**config.mk**
```make
export PLATFORM = sky130hd
export DESIGN_NAME = sdram_arbiter_flat
export DESIGN_NICKNAME = d
export VERILOG_FILES = /design/src/rtl/sdram_arb_pkg.sv /design/src/rtl/sdram_arbiter_if.sv /design/src/rtl/sdram_arbiter_rr_picker2.sv /design/src/rtl/sdram_arbiter.sv /design/src/flat_wrapper.sv
export SDC_FILE = /design/constraint.sdc
export NUM_CORES = 1
export LEC_CHECK = 0
export CORE_MARGIN = 3
export CORE_UTILIZATION = 18
export CTS_BUF_LIST = sky130_fd_sc_hd__clkbuf_8
export DETAILED_ROUTE_END_ITERATION = 12
export GPL_TIMING_DRIVEN = 0
export PLACE_DENSITY_LB_ADDON = 0.08
export SETUP_SLACK_MARGIN = 0.02
export SYNTH_ARGS = -nofsm -noshare
export SYNTH_HDL_FRONTEND = slang
export SYNTH_HIERARCHICAL = 1
export SYNTH_SLANG_ARGS = --single-unit
```
**constraint.sdc**
```tcl
create_clock -name i_clk -period 1.3 [get_ports i_clk]
set_input_delay 0.26 -clock i_clk [delete_from_list [all_inputs] [get_ports i_clk]]
set_output_delay 0.26 -clock i_clk [all_outputs]
set_load 0.01 [all_outputs]
```
**src/rtl/sdram_arb_pkg.sv**
```systemverilog
// Shared types and widths for the SDRAM arbiter.
package sdram_arb_pkg;
    localparam int ADDR_W = 23;
    localparam int DATA_W = 32;

    typedef enum logic [1:0] {
        IDLE     = 2'd0,
        GNT_PLAY = 2'd1,
        GNT_REC  = 2'd2
    } arb_state_e;

    typedef enum logic {
        OWN_PLAY = 1'b0,
        OWN_REC  = 1'b1
    } owner_e;
endpackage

```
**src/rtl/sdram_arbiter_if.sv**
```systemverilog
// Bus bundle between playback core, record core, arbiter and SDRAM controller.
// slave: arbiter side; master: surrounding system (cores + controller).
interface sdram_arbiter_if;
    import sdram_arb_pkg::*;

    logic              play_read;
    logic [ADDR_W-1:0] play_addr;
    logic [DATA_W-1:0] play_readdata;
    logic              play_sdram_finished;

    logic              rec_write;
    logic [ADDR_W-1:0] rec_addr;
    logic [DATA_W-1:0] rec_writedata;
    logic              rec_sdram_finished;

    logic              sdram_read;
    logic              sdram_write;
    logic [ADDR_W-1:0] sdram_addr;
    logic [DATA_W-1:0] sdram_writedata;
    logic [DATA_W-1:0] sdram_readdata;
    logic              sdram_finished;

    logic              arb_busy;
    logic              arb_timeout;

    modport slave (
        input  play_read, play_addr, rec_write, rec_addr, rec_writedata,
               sdram_readdata, sdram_finished,
        output play_readdata, play_sdram_finished, rec_sdram_finished,
               sdram_read, sdram_write, sdram_addr, sdram_writedata,
               arb_busy, arb_timeout
    );

    modport master (
        output play_read, play_addr, rec_write, rec_addr, rec_writedata,
               sdram_readdata, sdram_finished,
        input  play_readdata, play_sdram_finished, rec_sdram_finished,
               sdram_read, sdram_write, sdram_addr, sdram_writedata,
               arb_busy, arb_timeout
    );
endinterface

```
**src/rtl/sdram_arbiter_rr_picker2.sv**
```systemverilog
// Two-way round-robin picker: a lone request wins outright, a tie goes to
// whoever was not served last. req[0] = playback, req[1] = record.
module rr_picker2
    import sdram_arb_pkg::*;
(
    input  logic [1:0] req,
    input  owner_e     last,
    output logic [1:0] grant
);
    // One-hot grant; req passes through unless both are asking.
    always_comb begin
        grant = req;
        if (req == 2'b11)
            grant = (last == OWN_REC) ? 2'b01 : 2'b10;
    end
endmodule

```
**src/rtl/sdram_arbiter.sv**
```systemverilog
// SDRAM arbiter between a playback (read) core and a record (write) core.
// Optional grant watchdog enabled with macro SDRAM_ARB_TIMEOUT_EN.
module sdram_arbiter
    import sdram_arb_pkg::*;
#(
    parameter int TIMEOUT_CYCLES = 256
) (
    input  logic           i_clk,
    input  logic           i_rst,
    sdram_arbiter_if.slave bus
);
    arb_state_e state_q, state_d;
    owner_e     last_q, last_d;
    logic [1:0] grant;
    logic       timeout_hit;

    rr_picker2 u_rr (
        .req   ({bus.rec_write, bus.play_read}),
        .last  (last_q),
        .grant (grant)
    );

`ifdef SDRAM_ARB_TIMEOUT_EN
    localparam int CNT_W = (TIMEOUT_CYCLES > 2) ? $clog2(TIMEOUT_CYCLES) : 1;
    logic [CNT_W-1:0] cnt_q;
    logic             to_q;

    assign timeout_hit     = (cnt_q == CNT_W'(TIMEOUT_CYCLES - 1));
    assign bus.arb_timeout = to_q;

    // Grant-age counter, zero on the first grant cycle; abort pulse lands
    // in the IDLE cycle that follows the forced release.
    always_ff @(posedge i_clk) begin
        if (i_rst || state_q == IDLE) cnt_q <= '0;
        else                          cnt_q <= cnt_q + 1'b1;
        to_q <= !i_rst && (state_q != IDLE) && !bus.sdram_finished && timeout_hit;
    end
`else
    assign timeout_hit     = 1'b0;
    assign bus.arb_timeout = 1'b0;
`endif

    // State and last-served owner; playback wins the first tie after reset.
    always_ff @(posedge i_clk) begin
        if (i_rst) begin
            state_q <= IDLE;
            last_q  <= OWN_REC;
        end else begin
            state_q <= state_d;
            last_q  <= last_d;
        end
    end

    // Next state: grants only leave on finished (or watchdog), never on a
    // dropped request; every release passes through IDLE.
    always_comb begin
        state_d = state_q;
        last_d  = last_q;
        case (state_q)
            IDLE: begin
                if (grant[0])      state_d = GNT_PLAY;
                else if (grant[1]) state_d = GNT_REC;
            end
            GNT_PLAY: begin
                if (bus.sdram_finished || timeout_hit) begin
                    state_d = IDLE;
                    last_d  = OWN_PLAY;
                end
            end
            GNT_REC: begin
                if (bus.sdram_finished || timeout_hit) begin
                    state_d = IDLE;
                    last_d  = OWN_REC;
                end
            end
            default: state_d = IDLE;
        endcase
    end

    // Command mux and finished routing, decoded from the registered state.
    always_comb begin
        bus.sdram_read          = 1'b0;
        bus.sdram_write         = 1'b0;
        bus.sdram_addr          = '0;
        bus.sdram_writedata     = '0;
        bus.play_sdram_finished = 1'b0;
        bus.rec_sdram_finished  = 1'b0;
        bus.arb_busy            = 1'b0;
        case (state_q)
            GNT_PLAY: begin
                bus.sdram_read          = 1'b1;
                bus.sdram_addr          = bus.play_addr;
                bus.play_sdram_finished = bus.sdram_finished;
                bus.arb_busy            = 1'b1;
            end
            GNT_REC: begin
                bus.sdram_write        = 1'b1;
                bus.sdram_addr         = bus.rec_addr;
                bus.sdram_writedata    = bus.rec_writedata;
                bus.rec_sdram_finished = bus.sdram_finished;
                bus.arb_busy           = 1'b1;
            end
            default: ;
        endcase
    end

    assign bus.play_readdata = bus.sdram_readdata;
endmodule

```
**src/flat_wrapper.sv**
```systemverilog
// flat-port wrapper written by rule: the top's interface ports become plain ports
module sdram_arbiter_flat import sdram_arb_pkg::*;
#(
    parameter int TIMEOUT_CYCLES = 256
)
  (i_clk, i_rst, bus_play_read, bus_play_addr, bus_rec_write, bus_rec_addr, bus_rec_writedata, bus_sdram_readdata, bus_sdram_finished, bus_play_readdata, bus_play_sdram_finished, bus_rec_sdram_finished, bus_sdram_read, bus_sdram_write, bus_sdram_addr, bus_sdram_writedata, bus_arb_busy, bus_arb_timeout);
  sdram_arbiter_if bus_i ();
  input  logic i_clk;
  input  logic i_rst;
  input wire logic [$bits(bus_i.play_read)-1:0] bus_play_read;
  input wire logic [$bits(bus_i.play_addr)-1:0] bus_play_addr;
  input wire logic [$bits(bus_i.rec_write)-1:0] bus_rec_write;
  input wire logic [$bits(bus_i.rec_addr)-1:0] bus_rec_addr;
  input wire logic [$bits(bus_i.rec_writedata)-1:0] bus_rec_writedata;
  input wire logic [$bits(bus_i.sdram_readdata)-1:0] bus_sdram_readdata;
  input wire logic [$bits(bus_i.sdram_finished)-1:0] bus_sdram_finished;
  output wire logic [$bits(bus_i.play_readdata)-1:0] bus_play_readdata;
  output wire logic [$bits(bus_i.play_sdram_finished)-1:0] bus_play_sdram_finished;
  output wire logic [$bits(bus_i.rec_sdram_finished)-1:0] bus_rec_sdram_finished;
  output wire logic [$bits(bus_i.sdram_read)-1:0] bus_sdram_read;
  output wire logic [$bits(bus_i.sdram_write)-1:0] bus_sdram_write;
  output wire logic [$bits(bus_i.sdram_addr)-1:0] bus_sdram_addr;
  output wire logic [$bits(bus_i.sdram_writedata)-1:0] bus_sdram_writedata;
  output wire logic [$bits(bus_i.arb_busy)-1:0] bus_arb_busy;
  output wire logic [$bits(bus_i.arb_timeout)-1:0] bus_arb_timeout;
  assign bus_i.play_read = bus_play_read;
  assign bus_i.play_addr = bus_play_addr;
  assign bus_i.rec_write = bus_rec_write;
  assign bus_i.rec_addr = bus_rec_addr;
  assign bus_i.rec_writedata = bus_rec_writedata;
  assign bus_i.sdram_readdata = bus_sdram_readdata;
  assign bus_i.sdram_finished = bus_sdram_finished;
  assign bus_play_readdata = bus_i.play_readdata;
  assign bus_play_sdram_finished = bus_i.play_sdram_finished;
  assign bus_rec_sdram_finished = bus_i.rec_sdram_finished;
  assign bus_sdram_read = bus_i.sdram_read;
  assign bus_sdram_write = bus_i.sdram_write;
  assign bus_sdram_addr = bus_i.sdram_addr;
  assign bus_sdram_writedata = bus_i.sdram_writedata;
  assign bus_arb_busy = bus_i.arb_busy;
  assign bus_arb_timeout = bus_i.arb_timeout;
  sdram_arbiter #(.TIMEOUT_CYCLES(TIMEOUT_CYCLES)) u_core (.i_clk(i_clk), .i_rst(i_rst), .bus(bus_i));
endmodule
```
==> Word level (Yosys, flattened, before mapping) <==
Index checks and enable logic that the tools add are counted.
{ "word_totals": {"register_bits": 3, "inputBits": 115} }
{ "op_classes": {"n_eq_ne": 7, "n_mux": 16, "reduce_logical": 5} }
{ "op_table": {"columns": ["cell", "n"], "rows": [
  ["case mux 23 bit (2 select lines)", 1],
  ["2-to-1 mux 32 bit", 1],
  ["2-to-1 mux 2 bit", 5],
  ["2-to-1 mux 1 bit", 7],
  ["== test 2 bit, second input constant", 2],
  ["!= test 2 bit, second input constant", 2],
  ["case mux 2 bit (2 select lines)", 1],
  ["!= test 3 x 1 -> 1 bit, second input constant", 1],
  ["AND reduction 3 bit", 1],
  ["== test 2 x 1 -> 1 bit, second input constant", 1],
  ["logical NOT 2 bit", 1],
  ["!= test 2 x 1 -> 1 bit, second input constant", 1],
  ["case mux 1 bit (2 select lines)", 1],
  ["AND reduction 2 bit", 1],
  ["nonzero test 2 bit", 1],
  ["OR reduction 2 bit", 1]
]} }

==> Depth between registers and ports, before layout <==
Gate-level depths: netlist of the first run.
{ "depth": {"depth_word": 5, "depth_mapped": 5, "depth_no_buf": 5} }

==> By module <==
Netlist of the first run, hierarchy kept.
{ "modules_own_cells": {"columns": ["mod", "n_inst", "cells_each", "area_per_inst_um2", "seq_area_each_um2"], "rows": [
  ["sdram_arbiter", 1, 143, 1044.8, 60.1],
  ["rr_picker2", 1, 3, 18.8, 0.0]
]} }

==> Worst setup path before layout of the first run <==
Ideal clock, no wire load.
{ "synth_timing": {"path_kind": "flip-flop to output port", "from": "register u_core.state_q[1]", "to": "output port bus_sdram_addr[0]", "t_arrival_ns": 1.280, "t_required_ns": 1.040, "slack_ns": -0.240, "path_stages_with_launch": 5, "path_cell_list": "dfxtp_1 > inv_1 > ha_1 > buf_2 > nor2b_1"} }
{ "synth_between": {"elab_chain_cells": 2, "elab_cells_between_ends": 3, "classes_between": "2 x eq/ne; 1 x mux"} }
{ "synth_rtl": {"columns": ["item", "line", "source"], "rows": [
  ["from (decl)", "sdram_arbiter.sv:12", "arb_state_e state_q, state_d;"],
  ["from (signal assigned)", "sdram_arbiter.sv:49", "state_q <= state_d;"],
  ["== test 2 bit or == test 2 x 1 -> 1 bit (tied branches)", "sdram_arbiter.sv:89", "case (state_q)"],
  ["case mux 23 bit (2 select lines) (*)", "sdram_arbiter.sv:89", null],
  ["to (decl)", "flat_wrapper.sv:22", "output wire logic [$bits(bus_i.sdram_addr)-1:0] bus_sdram_addr;"]
]} }
Every way passes the cells marked *; elsewhere a longest branch is shown, timed or not.

==> Final worst setup path of the first run <==
{ "layout_timing": {"from": "register u_core.state_q[1]", "to": "output port bus_sdram_writedata[24]"} }
{ "layout_between": {"elab_chain_cells": 2} }
{ "layout_rtl": {"columns": ["item", "line", "source"], "rows": [
  ["== test 2 bit", "sdram_arbiter.sv:89", null],
  ["2-to-1 mux 32 bit", "sdram_arbiter.sv:89", null],
  ["to (decl)", "flat_wrapper.sv:23", "output wire logic [$bits(bus_i.sdram_writedata)-1:0] bus_sdram_writedata;"]
]} }
No other way between the ends.

==> results of run 1 <==
## synthesized netlist by cell type
master and number:
sky130_fd_sc_hd__nor2b_1 23, sky130_fd_sc_hd__buf_2 2, sky130_fd_sc_hd__and2_1 34, sky130_fd_sc_hd__nand2b_1 1, sky130_fd_sc_hd__buf_4 35, sky130_fd_sc_hd__a211oi_1 1, sky130_fd_sc_hd__a22oi_1 23, sky130_fd_sc_hd__inv_1 3
sky130_fd_sc_hd__or2b_1 1, sky130_fd_sc_hd__a21oi_2 1, sky130_fd_sc_hd__nand3_1 1, sky130_fd_sc_hd__conb_1 1, sky130_fd_sc_hd__nand2b_4 1, sky130_fd_sc_hd__dfxtp_1 3, sky130_fd_sc_hd__a21o_1 1, sky130_fd_sc_hd__nand2_1 1
sky130_fd_sc_hd__clkbuf_1 3, sky130_fd_sc_hd__ha_1 5, sky130_fd_sc_hd__a221o_1 1, sky130_fd_sc_hd__a21oi_1 1, sky130_fd_sc_hd__a21boi_1 1, sky130_fd_sc_hd__a21boi_0 1, sky130_fd_sc_hd__buf_6 2
## path summary, 6_finish.rpt
path / startpoint / slack (ns) / endpoint
max: u_core/state_q[1]$_SDFFE_PP0P_ / -0.35 / bus_sdram_writedata[24]
min: u_core/last_q$_SDFFE_PP1P_ / 0.51 / u_core/last_q$_SDFFE_PP1P_
max reg2reg: u_core/state_q[0]$_SDFFE_PP0P_ / -0.01 / u_core/state_q[0]$_SDFFE_PP0P_
min reg2reg: u_core/last_q$_SDFFE_PP1P_ / 0.51 / u_core/last_q$_SDFFE_PP1P_
## worst max-delay path: cells and delay by family (launching register included)
kind / cells / cell delay [ns]
buffers and inverters: 4 / 0.48
AND/OR/NAND/NOR: 1 / 0.12
flip-flops: 1 / 0.36
adder cells (fa/ha/maj): 1 / 0.21
## power by group through the flow
stage / Sequential [mW] / Combinational (mW) / Clock, mW
detailed placement: 0.118 / 1.22 / 0
floorplan: 0.116 / 0.624 / 0
global placement: 0.118 / 1.21 / 0
CTS: 0.119 / 1.31 / 0.273
global route: 0.120 / 1.58 / 0.283
finish: 0.118 / 1.49 / 0.261
## cell type report
type	instances	share of cell area, %
flip-flops and latches	3	1.806
clock buffers	3	1.104
inverters	3	0.5017
plain buffers	42	10.37
clock inverters	1	0.1003
well taps	72	2.408
repair buffers	195	54.62
multi-input cells	98	29.10
## per-stage QoR
step | hold WS [ns] | std cells
2_1_floorplan | 0.3194 | 146
3_3_place_gp | 0.4953 | 392
3_5_place_dp | 0.4921 | 392
4_1_cts | 0.5072 | 410
5_1_grt | 0.5284 | 417
6_report | 0.5109 | 417
## registers in the layout, summed over array words and instances (netlist names)
register,cells
u_core/last_q,1
u_core/state_q,2
## metal layers
metal / share of wire [%] / up-vias
met5: 0 / -
met4: 1.1 / 0
met3: 8.9 / 6
met2: 53 / 125
met1: 37 / 782
li1: - / 848
## repair_timing
item / in CTS / in global routing
setup buffers: 12 / 6
gates cloned: 2 / 2
setup endpoints to repair: 60 / 62
resized for setup: 284 / 93
pin swaps: 21 / 6
## kinds of logic after synthesis
group                    count (synthesis)
flip-flops                               3
AND/OR/NAND/NOR                         62
buffers and inverters                   45
other                                    1
adder cells (fa/ha/maj)                  5
AO/OA/AOI/OAI                           30
==> flow_metrics.tcl, run 1 <==
set metrics [dict create \
    criticalPathCategory "register to output pin" \
    setup_tns_ns -16.64 \
    postSynthAreaPerCell_sq_um 7.284 \
    period_utilization_post_route_pct 127.0 \
    required_arrival_time_at_the_worst_endpoint_ns 1.04 \
    final_util_pct 66.71 \
    post_synth_fa_ha_maj_area_fraction_pct 5.882 \
    ff_latch_area_sq_um 67.56 \
    placement.setup.worst_slack_ns -0.7008 \
    dieWidth_um 82.87 \
    use_met2_pct 29.23 \
    grt_setup_unrepaired "yes" \
    power.net_switching_mw 0.5798 \
    proportion_of_power_drawn_by_the_clock_network_pct 13.9 \
    num_rows 27 \
    worstHoldPathType "register to register" \
    final_period_minus_worst_setup_slack_ns 1.652 \
    holdPathStages 1 \
    first_iter_violations 14 \
    grt-ovfl-total 0 \
    port_buffers 174 \
    initial_utilization_pct 18.96 \
    synth.area.top_cells "sky130_fd_sc_hd__buf_4, sky130_fd_sc_hd__and2_1, sky130_fd_sc_hd__a22oi_1" \
    clock_path_buffers 2 \
    violations "negative setup slack" \
    design.portCount 208 \
    first_global_vias 1821 \
    gpl_wtd_cong 0.7524 \
    post_synth_inst_count 146 \
    tritoncts_num_sinks 3 \
    share_of_synthesized_area_spent_on_multiplexers_pct 0 \
    synth-compound-area-share_pct 21.29 \
    track_usage_pct 15.34 \
    cts_root_buffer "sky130_fd_sc_hd__clkbuf_8" \
    drv_cap 0 \
    tritoncts "built" \
    crit_fanout 8 \
    finalWorstSetupSlack_ns -0.3516 \
    status "finished with violations" \
    die-area_sq_um 6867 \
    cp-start-kind "register" \
    synth_top_family_by_area "simple AND/OR/NAND/NOR gates" \
    initial_antenna_violation_count 0 \
    synth_sequential_area_ratio_pct 5.647 \
    detailedRoute.firstPassIterationCount 4 \
    floorplan.core_area_sq_um 5608 \
    drt-wirelength-per-cell_um 14.24 \
    synth-simple-area-share_pct 36.94 \
    p_total_mw 1.872 \
    cellPowerDensity_nw_per_um2 500.4 \
    clk_pin_slew_ns 0.03 \
    grt_max_degree 11 \
    count_of_nets_after_finishing 466 \
    yosys_synthesis_warning_count 6 \
    met1_usage_pct 16.98 \
    post_synth_xor_area_fraction_pct 0 \
    critical_path_arrival_ns 1.39 \
    maximum_ir_drop_on_the_vdd_rail_mv 0.3718 \
    fin_area_sq_um 3741 \
    antenna_cells 0 \
    timing.critical_path.cells "buf_6 > ha_4 > buf_8 > buf_6 > and2_4 > buf_6" \
    grt_first_pass_wirelength_mm 8.838 \
    critical-path-max-stage-delay_ns 0.36 \
    syn-num-nets 266 \
    area_growth_pct 251.8 \
    drc_errors 0 \
    seq_power_share_pct 6.3 \
    finalClockSkew_ns 0.001789 \
    dp_hpwl_mm 4.789 \
    cts.htree.levels 1 \
    power.share.switching_pct 30.97 \
    ratio_of_routed_vias_to_standard_cells 4.223 \
    achievable-frequency_mhz 605.5 \
    post_placement_cell_area_sq_um 3207 \
    cts_buffers 3 \
    post_synth_instance_area_sq_um 1064 \
    route.vias.total 1761 \
    multiInputGateArea_sq_um 1089 \
    combPwrFrac_pct 79.8 \
    synth_largest_area_cell "sky130_fd_sc_hd__buf_4" \
    finalSetupViolCount 61 \
    leading_cell_types_in_the_layout_fill_and_taps_excluded "sky130_fd_sc_hd__clkdlybuf4s50_1, sky130_fd_sc_hd__buf_6, sky130_fd_sc_hd__buf_4" \
    p_leak_nw 1.570 \
    nFillCells 469 \
    reg2regPathDepth 6 \
    drive_gt1_share_pct 61.74 \
    synth_top_cell_area_share_pct 24.71 \
    grt.busiest_layer "met2" \
    drv_slew 0 \
    critical_path.endpoint_type "output pin" \
    drt.antenna.violating_nets 0 \
    final_routed_wirelength_across_all_metal_layers_mm 5.937 \
    synth.distinct_cells 23 \
    mostFrequentLayoutCell "sky130_fd_sc_hd__clkdlybuf4s50_1" \
    grtUsageMet3_pct 3.472 \
    worst_path_most_repeated_cell "sky130_fd_sc_hd__buf_6" \
    critPathSlowestCell "sky130_fd_sc_hd__dfxtp_4" \
    y_dimension_of_the_die_um 82.87 \
    p_int_mw 1.292 \
    clkLatencyLatePin_ns 0.21 \
    hold_viol_final 0 \
    yosys_register_bits 3 \
    cts_hold_buffers 0 \
]
(Power assumes the default switching activity.)
==> inputs of run 2 (changes only) <==
Settings changed: CELL_PAD_IN_SITES_DETAIL_PLACEMENT set to 0, CELL_PAD_IN_SITES_GLOBAL_PLACEMENT set to 1, CORE_UTILIZATION 18 to 10, RECOVER_POWER set to 50.
==> run 2 against run 1 <==
Against the previous run: the run still ends with negative setup slack left; critical path depth up 1; cell count grew 16%; first-iteration DRC count rose by 140%; worst hold slack better by 0.012 ns; count of clock-buffer cells in the layout did not move; worst setup slack worse by 0.12 ns; largest power group unchanged.
==> flow_metrics.tcl, run 2 (same netlist as run 1, synthesis figures left out) <==
set metrics [dict create \
    critical_path_arrival_ns 1.51 \
    status "finished with violations" \
    drt.antenna.violating_nets 0 \
    antenna_cells 0 \
    port_buffers 174 \
    post_layout_cell_count 484 \
    drive_gt1_share_pct 55.75 \
    count_of_nets_after_finishing 469 \
    design.portCount 208 \
    initial_utilization_pct 10.30 \
    drc_errors 0 \
    worst_path_most_repeated_cell "sky130_fd_sc_hd__buf_6" \
    path_delay_family "buffers and inverters" \
    cts_hold_buffers 0 \
    timing.rr.end "u_core/last_q$_SDFFE_PP1P_" \
    dieWidth_um 109.1 \
    crit_fanout 5 \
    critPathSlowestCell "sky130_fd_sc_hd__dfxtp_4" \
    drv_slew 0 \
    use_met2_pct 18.64 \
    floorplan.core_area_sq_um 10320 \
    grt_first_pass_wirelength_mm 9.818 \
    achievable-frequency_mhz 564.9 \
    largest_register_ff_count 2 \
    track_usage_pct 10.48 \
    first_global_vias 1876 \
    cts_root_buffer "sky130_fd_sc_hd__clkbuf_8" \
    num_rows 37 \
    cp-start-kind "register" \
    p_total_mw 1.886 \
    grt.busiest_layer "met2" \
    clock_path_buffers 2 \
    p_leak_nw 1.554 \
    worst_hold_startpoint "u_core/last_q$_SDFFE_PP1P_" \
    first_iter_violations 34 \
    required_arrival_time_at_the_worst_endpoint_ns 1.04 \
    grt_max_degree 11 \
    reg2regPathDepth 7 \
    crit_buf_inv 4 \
    hold_viol_final 0 \
    critical-path-max-stage-delay_ns 0.35 \
    die-area_sq_um 11910 \
    detailedRoute.firstPassIterationCount 4 \
    dp_hpwl_mm 5.374 \
    route.vias.total 1775 \
    final_routed_wirelength_across_all_metal_layers_mm 6.706 \
    fin_area_sq_um 3670 \
    clk_pin_slew_ns 0.03 \
    criticalPathCategory "register to output pin" \
    worstHoldPathType "register to register" \
    period_utilization_post_route_pct 136.2 \
    grt-ovfl-total 0 \
    final_util_pct 35.55 \
    largestRegisters "u_core/state_q: 2 flops, u_core/last_q: 1 flops" \
    cp-endpoint "bus_sdram_addr[0]" \
    critical_path.endpoint_type "output pin" \
    gpl_wtd_cong 0.6510 \
    drt-wirelength-per-cell_um 13.86 \
    cts_buffers 3 \
    grtUsageMet3_pct 4.677 \
    initial_antenna_violation_count 0 \
    cts.htree.levels 1 \
    finalSetupViolCount 62 \
    critical_path_cell_count 7 \
    critical_path.startpoint "u_core/state_q[1]$_SDFFE_PP0P_" \
    leading_cell_types_in_the_layout_fill_and_taps_excluded "sky130_fd_sc_hd__clkdlybuf4s50_1, sky130_fd_sc_hd__buf_6, sky130_fd_sc_hd__buf_4" \
    regMostFlops "u_core/state_q" \
    finalClockSkew_ns 0.003557 \
    y_dimension_of_the_die_um 109.1 \
    clkLatencyLatePin_ns 0.22 \
    grt_setup_unrepaired "yes" \
    violations "negative setup slack" \
    placement.setup.worst_slack_ns -0.7537 \
    post_placement_cell_area_sq_um 3287 \
    final_period_minus_worst_setup_slack_ns 1.770 \
    mostFrequentLayoutCell "sky130_fd_sc_hd__clkdlybuf4s50_1" \
    finalWorstSetupSlack_ns -0.4704 \
    numPlacedInstances 456 \
    drv_cap 0 \
    tritoncts "built" \
    reg2reg_slack_ns -0.28 \
    ratio_of_routed_vias_to_standard_cells 3.667 \
    met1_usage_pct 11.87 \
    cellPowerDensity_nw_per_um2 513.9 \
    area_growth_pct 245.1 \
    tritoncts_num_sinks 3 \
    timing.critical_path.cells "buf_6 > ha_4 > buf_12 > buf_8 > a22oi_2 > nor2b_4 > buf_6" \
    worst_r2r_start "u_core/state_q[1]$_SDFFE_PP0P_" \
    maximum_ir_drop_on_the_vdd_rail_mv 0.2291 \
]
[run 2: cell count changes in the layout (fill, tap and decap cells not counted), moves of 2 or more]
cell	delta
sky130_fd_sc_hd__dlygate4sd3_1	+16
sky130_fd_sc_hd__buf_2	+24
sky130_fd_sc_hd__and2_4	-22
sky130_fd_sc_hd__clkbuf_16	-2
sky130_fd_sc_hd__buf_8	-3
sky130_fd_sc_hd__and2_1	+22
sky130_fd_sc_hd__buf_6	-24
sky130_fd_sc_hd__clkbuf_8	+2
sky130_fd_sc_hd__clkdlybuf4s50_1	-17
sky130_fd_sc_hd__buf_12	+4
[run 2: worst min-delay path by stage]
stage / endpoint / depth (start not counted) / slack [ns]
3_5_place_dp: u_core/last_q$_SDFFE_PP1P_ / 1 / 0.50
4_1_cts: u_core/last_q$_SDFFE_PP1P_ / 1 / 0.51
6_report: u_core/last_q$_SDFFE_PP1P_ / 1 / 0.52
3_3_place_gp: u_core/last_q$_SDFFE_PP1P_ / 1 / 0.49
2_1_floorplan: u_core/state_q[0]$_SDFFE_PP0P_ / 1 / 0.32
5_1_grt: u_core/last_q$_SDFFE_PP1P_ / 1 / 0.53
[run 2: routing by layer]
layer	share of wire (%)	wire length, um
met1	36	2429
met2	49	3285
met3	14	968
met4	0.34	23
met5	0	0
[run 2: worst register-to-register path, cell delays in order, from the launching register on]
cell and delay [ns]:
sky130_fd_sc_hd__dfxtp_4 0.35, sky130_fd_sc_hd__buf_6 0.12, sky130_fd_sc_hd__ha_4 0.17, sky130_fd_sc_hd__buf_12 0.13, sky130_fd_sc_hd__buf_8 0.12, sky130_fd_sc_hd__buf_4 0.13, sky130_fd_sc_hd__buf_6 0.11, sky130_fd_sc_hd__a221o_1 0.34
[run 2: metrics by stage]
step | hold slack, ns | setup TNS [ns]
after floorplan | 0.3194 | 0
after global placement | 0.4943 | -36.67
after detailed placement | 0.4993 | -35.85
after CTS | 0.5097 | -20.63
after global routing | 0.5315 | -23.51
final | 0.5227 | -20.50
[run 2: timing repair]
item	4_1_cts	5_1_grt
setup endpoints to repair	61	62
cloned	5	0
buffers inserted	14	5
resized for setup	317	19
pin swaps	23	8
[run 2: area by class of cell]
type | instances | area, sq um
fill | 1088 | 6654
timing repair buffer | 198 | 1934
multi-input combinational | 98 | 1044
buffer | 42 | 392.9
tap | 136 | 170.2
sequential | 3 | 67.56
clock buffer | 3 | 41.29
inverter | 3 | 16.27
clock inverter | 1 | 3.754
[run 2: where the power goes]
part           internal (mW)  switching, mW  leakage (nW)
Combinational          0.984          0.521          1.50
Clock                  0.202         0.0671        0.0269
Sequential             0.102        0.00991        0.0260
Total                   1.29          0.598          1.55
